### src/rtl/tx_cycle_sched.sv
// Staggered multi-channel transmit scheduler: one base-period counter fires CH_NUM channels
// at evenly spaced phases. Per-channel overrun counters are built only when TXCS_OVERRUN_CNT_EN is defined.
module tx_cycle_sched #(
  parameter int unsigned FREQ_IN_MHZ = 40,
  parameter int unsigned FREQ_OUT_HZ = 5000,
  parameter int unsigned CH_NUM      = 2
) (
  input  logic                  clk,
  input  logic                  nRst,
  input  logic                  mkReady,
  input  logic [CH_NUM-1:0]     txReady,
  input  logic                  ovrClr,
  output logic [CH_NUM-1:0]     txStart,
  output logic                  cycleTick,
  output logic [CH_NUM-1:0]     ovrFlag,
  output logic [8*CH_NUM-1:0]   ovrCnt
);

  localparam int unsigned CNT_W   = 16;
  localparam int unsigned OVR_W   = 8;
  localparam int unsigned OUT_DIV = (FREQ_OUT_HZ == 0) ? 1 : FREQ_OUT_HZ;
  localparam int unsigned CH_DIV  = (CH_NUM == 0) ? 1 : CH_NUM;
  localparam int unsigned PR_FULL = (32'd1000000 * FREQ_IN_MHZ) / OUT_DIV - 32'd1;
  localparam int unsigned STEP    = (PR_FULL + 32'd1) / CH_DIV;
  localparam logic [CNT_W-1:0] PR = CNT_W'(PR_FULL);

  // Reject configurations whose period does not fit the counter or cannot hold every channel phase.
  if (CH_NUM < 1 || CH_NUM > 4 || FREQ_OUT_HZ == 0 ||
      PR_FULL > 32'd65535 || PR_FULL + 32'd1 < CH_NUM) begin : g_bad_cfg
    $error("tx_cycle_sched: illegal parameter set");
  end

  logic [CNT_W-1:0]  cnt;
  logic [CNT_W-1:0]  cnt_d;
  logic              tick_d;
  logic [CH_NUM-1:0] start_d;
  logic [CH_NUM-1:0] flag_d;
  logic [CH_NUM-1:0] fire;
  logic [CH_NUM-1:0] overrun;
  logic              at_top;

  assign at_top = (cnt == PR);

  // Channel i fires at phase PR - i*STEP, so channel 0 lands on the period wrap.
  for (genvar i = 0; i < CH_NUM; i++) begin : g_fire
    localparam logic [CNT_W-1:0] FIRE_AT = CNT_W'(PR_FULL - STEP * i);
    assign fire[i] = mkReady && (cnt == FIRE_AT);
  end

  assign overrun = fire & txStart;

  // Next-state: a fire always sets the request, even when txReady is sampled low.
  always_comb begin
    cnt_d   = cnt;
    tick_d  = 1'b0;
    start_d = txStart;
    flag_d  = ovrFlag;
    if (mkReady) begin
      cnt_d  = at_top ? '0 : cnt + CNT_W'(1);
      tick_d = at_top;
    end
    start_d = fire | (txStart & txReady);
    flag_d  = (ovrClr ? '0 : ovrFlag) | overrun;
  end

  always_ff @(posedge clk or negedge nRst) begin
    if (!nRst) begin
      cnt       <= '0;
      cycleTick <= 1'b0;
      txStart   <= '0;
      ovrFlag   <= '0;
    end else begin
      cnt       <= cnt_d;
      cycleTick <= tick_d;
      txStart   <= start_d;
      ovrFlag   <= flag_d;
    end
  end

`ifdef TXCS_OVERRUN_CNT_EN
  logic [CH_NUM-1:0][OVR_W-1:0] ovr_cnt;
  logic [CH_NUM-1:0][OVR_W-1:0] ovr_cnt_d;

  // Saturating counters; a clear coinciding with an overrun restarts the count at one.
  always_comb begin
    ovr_cnt_d = ovr_cnt;
    for (int unsigned i = 0; i < CH_NUM; i++) begin
      if (ovrClr) begin
        ovr_cnt_d[i] = {(OVR_W-1)'(0), overrun[i]};
      end else if (overrun[i] && ovr_cnt[i] != {OVR_W{1'b1}}) begin
        ovr_cnt_d[i] = ovr_cnt[i] + OVR_W'(1);
      end
    end
  end

  always_ff @(posedge clk or negedge nRst) begin
    if (!nRst) begin
      ovr_cnt <= '0;
    end else begin
      ovr_cnt <= ovr_cnt_d;
    end
  end

  assign ovrCnt = ovr_cnt;
`else
  assign ovrCnt = '0;
`endif

endmodule

### config.mk
export PLATFORM = sky130hd
export DESIGN_NAME = tx_cycle_sched
export DESIGN_NICKNAME = d
export VERILOG_FILES = /design/src/rtl/tx_cycle_sched.sv
export SDC_FILE = /design/constraint.sdc
export NUM_CORES = 1
export LEC_CHECK = 0
export ABC_AREA = 0
export BUFFER_PORTS_ARGS = -buffer_cell sky130_fd_sc_hd__buf_2
export CAP_MARGIN = 20
export CORE_UTILIZATION = 52
export CTS_CLUSTER_DIAMETER = 150
export DETAILED_ROUTE_END_ITERATION = 8
export GPL_ROUTABILITY_DRIVEN = 1
export PLACE_DENSITY = 0.9
export SKIP_CTS_REPAIR_TIMING = 1
export SYNTH_ARGS = -nofsm -noshare
export SYNTH_HDL_FRONTEND = slang
export SYNTH_SLANG_ARGS = --single-unit
### constraint.sdc
create_clock -name clk -period 1.9 [get_ports clk]
set_input_delay 0.19 -clock clk [delete_from_list [all_inputs] [get_ports clk]]
set_output_delay 0.19 -clock clk [all_outputs]
set_load 0.005 [all_outputs]
==> results of run 1 <==
## power groups by stage
stage	registers, mW	logic [mW]	clock network (mW)
6_report	0.624	0.214	0.213
5_1_grt	0.636	0.250	0.244
4_1_cts	0.623	0.215	0.222
3_5_place_dp	0.633	0.215	0
3_3_place_gp	0.624	0.205	0
2_1_floorplan	0.607	0.198	0
## metal layers
layer	up-vias	global-route usage (%)	routed length, um
met3	5	4.67	73
met5	-	0	0
met2	22	28.9	937
li1	364	-	-
met1	380	23.3	832
met4	0	8.33	44
## flip-flops by register name, indices dropped and copies added, names as in the netlist
register and count:
ovrFlag 2, cycleTick 1, txStart 2, cnt 16
## metrics by stage
step                util [%]  instance area, um^2
floorplan                  -                 1200
global placement        57.1                 1150
detailed placement      57.1                 1150
CTS                     58.5                 1180
global route            59.0                 1190
finish                  59.0                 1190
## cell type report
type                    count  area share, %
well taps                  27           2.83
repair buffers             11           5.04
flip-flops and latches     21           44.1
multi-input cells          80           45.1
clock inverters             1          0.420
clock buffers               3           1.89
inverters                   2          0.630
## cells by family (layout without fill, tap and decap cells)
kind of cell | Yosys count | after routing
flip-flops | 21 | 21
AO/OA/AOI/OAI | 9 | 9
adder cells (fa/ha/maj) | 1 | 1
AND/OR/NAND/NOR | 41 | 41
multiplexers | 1 | 1
buffers and inverters | 19 | 17
XOR/XNOR | 12 | 12
other | 1 | 16
## worst min path at each step
stage	from	end	slack, ns
6_report	txReady[0]	txStart[0]$_DFF_PN0_	0.08
5_1_grt	txReady[1]	txStart[1]$_DFF_PN0_	0.07
4_1_cts	nRst	cnt[8]$_DFFE_PN0P_	-0.18
3_5_place_dp	nRst	cnt[14]$_DFFE_PN0P_	0.16
3_3_place_gp	nRst	cnt[15]$_DFFE_PN0P_	0.16
2_1_floorplan	nRst	cnt[0]$_DFFE_PN0P_	-0.11
## placed cells by master (no fill, tap or decap)
| cell | n |
|---|---|
| and3_2 | 1 |
| a31o_2 | 1 |
| clkbuf_4 | 3 |
| and4bb_1 | 1 |
| nor2_1 | 8 |
| nor3_4 | 1 |
| nand3_2 | 2 |
| and4_4 | 1 |
| nand3b_1 | 1 |
| ha_1 | 1 |
| clkinv_2 | 1 |
| a31oi_1 | 1 |
| nand2_1 | 7 |
| and3_1 | 2 |
| xor2_1 | 4 |
| o22ai_1 | 1 |
| nand3_1 | 4 |
| nor4_2 | 1 |
| and4_1 | 1 |
| nor4_1 | 2 |
| a22o_1 | 2 |
| dfrtp_1 | 21 |
| inv_1 | 2 |
| conb_1 | 16 |
| a41oi_1 | 1 |
| a21o_2 | 2 |
| nand4_1 | 4 |
| nor4_4 | 1 |
| nor3_1 | 2 |
| and4_2 | 1 |
| buf_2 | 10 |
| mux2_2 | 1 |
| a21o_1 | 1 |
| dlygate4sd3_1 | 1 |
| xnor2_1 | 8 |
| nand4_2 | 1 |
==> key figures, run 1 <==
Worst setup path
  – CP Max Fanout: 9
  – CP Data Required Time: roughly 2.2 ns
  – Worst reg2reg path depth: 5
  – Crit. End Element: flip-flop
  – Crit-path slowest cell: dfrtp_1
  – Worst path arrival time: around 1.9 ns
  – Critical path depth: 5
  – FF-to-FF End: ovrFlag[0]$_DFF_PN0_
  – Cell Chain, Critical Path: ha_1 -> and4_4 -> nand3_2 -> nor3_4 -> a22o_1
  – Flop-to-flop setup slack: between 0.2 and 0.25 ns
  – Top delay family on crit path: simple AND/OR/NAND/NOR gates
  – Critical path type: reg -> reg
  – CP bufs+invs: 0
  – Worst reg2reg startpoint: cnt[0]$_DFFE_PN0P_
  – Critical Path Sink: ovrFlag[0]$_DFF_PN0_
  – CP Launch Type: flip-flop
  – Crit path largest cell delay: 0.44 ns
  – Critical path origin: cnt[0]$_DFFE_PN0P_

Power
  – Sequential share of power: approximately three fifths
  – Internal power: between 0.7 and 0.8 mW
  – PwrDens: ~880 nW/um^2
  – Switching pwr: around 0.35 mW
  – Switching share of power: around a third
  – Clock share of power: 20.3%
  – VDD IR max: about 0.75 mV
  – Leak: a little over 0.6 nW
  – Comb power frac: roughly 20%
  – Power Total: between 1 and 1.5 mW

Timing
  – Setup Viol. Count Final: 0
  – Hold WS: between 0.08 and 0.09 ns
  – Tcrit/Tclk final: about nine tenths
  – Setup ws final: approximately 0.22 ns
  – RSZ-0062 raised after global routing: false
  – Post-Route Skew: 0.00478 ns
  – Max Clk Rate: 0.595 GHz
  – TNS Setup: 0 ns
  – Slew Viols, Final: 0
  – Final Hold Viols: 0
  – Minimum clock period: approximately 1.7 ns

Final layout
  – Final Non-Filler Cells: ~150
  – Layout area overhead: 4.38%
  – Area occupied by multi-input gates: 538 um^2
  – Layout fillers: 181
  – Antenna cells: 0
  – Layout cells sized above 1: a little under a quarter
  – # nets final: approximately 130
  – Storage cell area: 526 um^2

Yosys
  – Syn_area_per_cell: approximately 11 um^2
  – Most used DFF post-synth: dfrtp_1
  – Largest family of logic cells by synthesized area: simple AND/OR/NAND/NOR gates
  – Simple-gate share of the synthesized area: about 24%
  – Post-synthesis xor/xnor area fraction: a little under a tenth
  – Most frequent cells after synthesis: 21 x dfrtp_1, 17 x buf_4, 8 x nor2_1, 8 x xnor2_1, 7 x nand2_1
  – Synth top area cells: dfrtp_1 46%, buf_4 11%, xnor2_1 6.1%, xor2_1 3.1%, nor2_1 2.6%
  – Synthesized area: 1140 um^2
  – Post-synth ARST share: 100%
  – Top-area cell type share of the netlist area: 46.0%
  – Syn. warnings: 0
  – Synth cell types: 33
  – Register area share after synthesis: between 40% and 50%
  – Synth Area in Adders: about 1.1%
  – Post-synthesis compound-gate area fraction: approximately 6.4%
  – #FFs+latches synth: 21
  – Number of synthesized flops with an enable pin: 0
  – Mapped Cells: between 100 and 150
  – Leading area contributor after synthesis: dfrtp_1
  – Mux contribution to synthesized area: less than 1%
  – Most common cell in the netlist: dfrtp_1

Clock network
  – Max clock buf depth: 2
  – CTS buffer count: 3
  – Clock root buffer: clkbuf_4
  – Sinks on the clock net: 21
  – CTS tree: built
  – H-Tree Depth: 1
  – Clk slew on worst S/H paths: 0.11 ns
  – Worst skew pair latency: ~0.31 ns

Outcome
  – Status: complete, no violations

Floorplanning
  – Die W: between 40 and 50 um
  – DIE HEIGHT: ~50 um
  – Initial Util: a little under three fifths
  – Core Area: around 2000 um^2
  – IO Pins: 27
  – Total die area: 2390 um^2
  – # rows: 16

Placed design
  – # port buffers: 10
  – Placed insts: 140
  – GPL Wtd Cong: between 0.8 and 0.9
  – Pre-CTS setup slack: about 0.27 ns
  – Post-DP HPWL: ~1.4 mm

Detailed routing
  – DRT Wirelength: 1.89 mm
  – DR DRC count: 0
  – Via count: about 770
  – Routed len/inst: about 13 um
  – Via-to-Cell Ratio: ~5.3
  – Routed Antenna Nets: 0
  – TritonRoute pass-1 iters: 4
  – Detailed Route Iter0 Violations: 13

Run
  – Max-Cap Viols: 0

Worst hold path
  – Worst hold path depth: 2
  – Hold Crit Class: in -> reg

Global route
  – GRT Total Usage: 18.2%
  – Number of global-route vias before repair: 736
  – Largest net degree at the start of global routing: 22
  – Grt ovf: 0
  – First-pass GRT wire length: around 3.3 mm
  – Initial antenna violation count: 0
No activity file was read; power rests on OpenSTA's default activity.
==> run 2: changes to the inputs <==
--- a/config.mk
+++ b/config.mk
@@ -5,7 +5,6 @@
 export SDC_FILE = /design/constraint.sdc
 export NUM_CORES = 1
 export LEC_CHECK = 0
-export ABC_AREA = 0
 export BUFFER_PORTS_ARGS = -buffer_cell sky130_fd_sc_hd__buf_2
 export CAP_MARGIN = 20
 export CORE_UTILIZATION = 52
==> constraint.sdc (replaced) <==
create_clock -name clk -period 1.9 [get_ports clk]
set_input_delay 0.38 -clock clk [delete_from_list [all_inputs] [get_ports clk]]
set_output_delay 0.38 -clock clk [all_outputs]
set_load 0.005 [all_outputs]
==> key figures, run 2 (synthesis results as in run 1) <==
Floorplanning
  – Die W: a little under 50 um
  – Core Area: a little over 2000 um^2
  – Total die area: around 2400 um^2
  – Initial Util: 56.5%
  – IO Pins: 27
  – # rows: 16
  – DIE HEIGHT: around 50 um

Global route
  – Met1 Use GR: between 20% and 30%
  – Grt ovf: 0
  – Largest net degree at the start of global routing: 22
  – Met2 usage: between 20 and 30%
  – Initial antenna violation count: 0
  – Global routing's busiest layer: met2
  – Met3 Use GR: between 4 and 5%
  – Number of global-route vias before repair: around 740
  – First-pass GRT wire length: between 3 and 4 mm
  – GRT Total Usage: a little under a fifth

Final layout
  – Leading cell type in the layout, fill and taps excluded: dfrtp_1
  – Layout area overhead: 3.50%
  – Layout cells sized above 1: about 23%
  – Max reg flops: 16
  – Top Registers: cnt (16), ovrFlag (2), txStart (2)
  – Layout fillers: between 150 and 200
  – # nets final: around 130
  – Antenna cells: 0
  – Area occupied by multi-input gates: approximately 540 um^2
  – Storage cell area: between 500 and 600 um^2
  – Most frequent cells in the layout: 21 x dfrtp_1, 16 x conb_1, 10 x buf_2, 8 x xnor2_1, 8 x nor2_1
  – Design area: ~1200 um^2
  – Largest Register: cnt

Clock network
  – CTS tree: built
  – Clk slew on worst S/H paths: 0.11 ns
  – CTS buffer count: 3
  – Max clock buf depth: 2
  – H-Tree Depth: 1
  – Clock root buffer: clkbuf_4
  – Worst skew pair latency: a little over 0.3 ns
  – Sinks on the clock net: 21

Placed design
  – # port buffers: 10
  – Area after DPL: around 1200 um^2
  – Post-DP HPWL: 1.41 mm
  – GPL Wtd Cong: 0.858

Worst setup path
  – Critical path type: reg -> reg
  – CP Launch Type: flip-flop
  – CP Max Fanout: 9
  – Worst path arrival time: between 1.5 and 2 ns
  – Critical Path Sink: ovrFlag[0]$_DFF_PN0_
  – Crit. End Element: flip-flop
  – Worst reg2reg path depth: 5
  – Critical path origin: cnt[0]$_DFFE_PN0P_
  – CP Data Required Time: roughly 2.2 ns
  – Flop-to-flop setup slack: ~0.22 ns
  – FF-to-FF End: ovrFlag[0]$_DFF_PN0_
  – Worst reg2reg startpoint: cnt[0]$_DFFE_PN0P_

Timing
  – Final Hold Viols: 2
  – Hold WS: -0.00123 ns
  – Max Clk Rate: 0.595 GHz
  – Slew Viols, Final: 0
  – RSZ-0062 raised after global routing: false
  – Tcrit/Tclk final: 88.4%
  – TNS Setup: 0 ns
  – Setup Viol. Count Final: 0
  – Minimum clock period: between 1.5 and 2 ns
  – Post-Route Skew: around 0.0048 ns

Detailed routing
  – Detailed Route Iter0 Violations: 13
  – Routed len/inst: 13.1 um
  – DR DRC count: 0
  – Via count: between 700 and 800
  – TritonRoute pass-1 iters: 4
  – Routed Antenna Nets: 0
  – Via-to-Cell Ratio: around 5.3
  – DRT Wirelength: 1.88 mm

Power
  – VDD IR max: ~0.75 mV
  – Power Total: ~1.0 mW
  – PwrDens: a little under 900 nW/um^2
  – Leak: about 0.61 nW

Outcome
  – Failing checks: hold timing
  – Status: finished with violations

Worst hold path
  – Hold Crit Class: in -> async

Run
  – Max-Cap Viols: 0
[run 2: changes by cell type in the layout (fill, tap and decap cells not counted)]
cell,delta
dlygate4sd3_1,-1
[run 2: worst min path at each step]
stage	slack [ns]	endpoint	start
finish	-0.001	cnt[8]$_DFFE_PN0P_	nRst
CTS	0.01	cnt[8]$_DFFE_PN0P_	nRst
global placement	0.35	cnt[15]$_DFFE_PN0P_	nRst
global route	0.03	cnt[9]$_DFFE_PN0P_	nRst
detailed placement	0.35	cnt[14]$_DFFE_PN0P_	nRst
floorplan	0.08	cnt[0]$_DFFE_PN0P_	nRst
[run 2: power breakdown]
part	internal, mW	switching (mW)
sequential	0.516	0.108
clock	0.0787	0.135
combinational	0.109	0.104
total	0.703	0.347
[run 2: layout make-up]
cell class | count | share of cell area (%)
multi-input cells | 80 | 45.5
flip-flops and latches | 21 | 44.4
repair buffers | 10 | 4.23
well taps | 27 | 2.86
clock buffers | 3 | 1.90
inverters | 2 | 0.635
clock inverters | 1 | 0.423
[run 2: metal layers]
layer | routed length, um | vias up
met2 | 933 | 20
met1 | 831 | 382
li1 | - | 362
met5 | 0 | -
met4 | 44 | 0
met3 | 70 | 5
[run 2: metrics by stage]
| stage | utilization, % | std cells | worst slack, ns | hold WS [ns] |
|---|---|---|---|---|
| 2_1_floorplan | - | 120 | 0.413 | 0.0844 |
| 3_3_place_gp | 57.1 | 140 | 0.361 | 0.350 |
| 3_5_place_dp | 57.1 | 140 | 0.268 | 0.354 |
| 4_1_cts | 58.5 | 144 | 0.241 | 0.0106 |
| 5_1_grt | 58.5 | 144 | 0.156 | 0.0281 |
| 6_report | 58.5 | 144 | 0.220 | -0.00123 |
[run 2: critical path, cell delays in order, from the launching register on]
cell and delay [ns]:
dfrtp_1 0.44, ha_1 0.24, and4_4 0.25, nand3_2 0.13, nor3_4 0.37, a22o_1 0.20
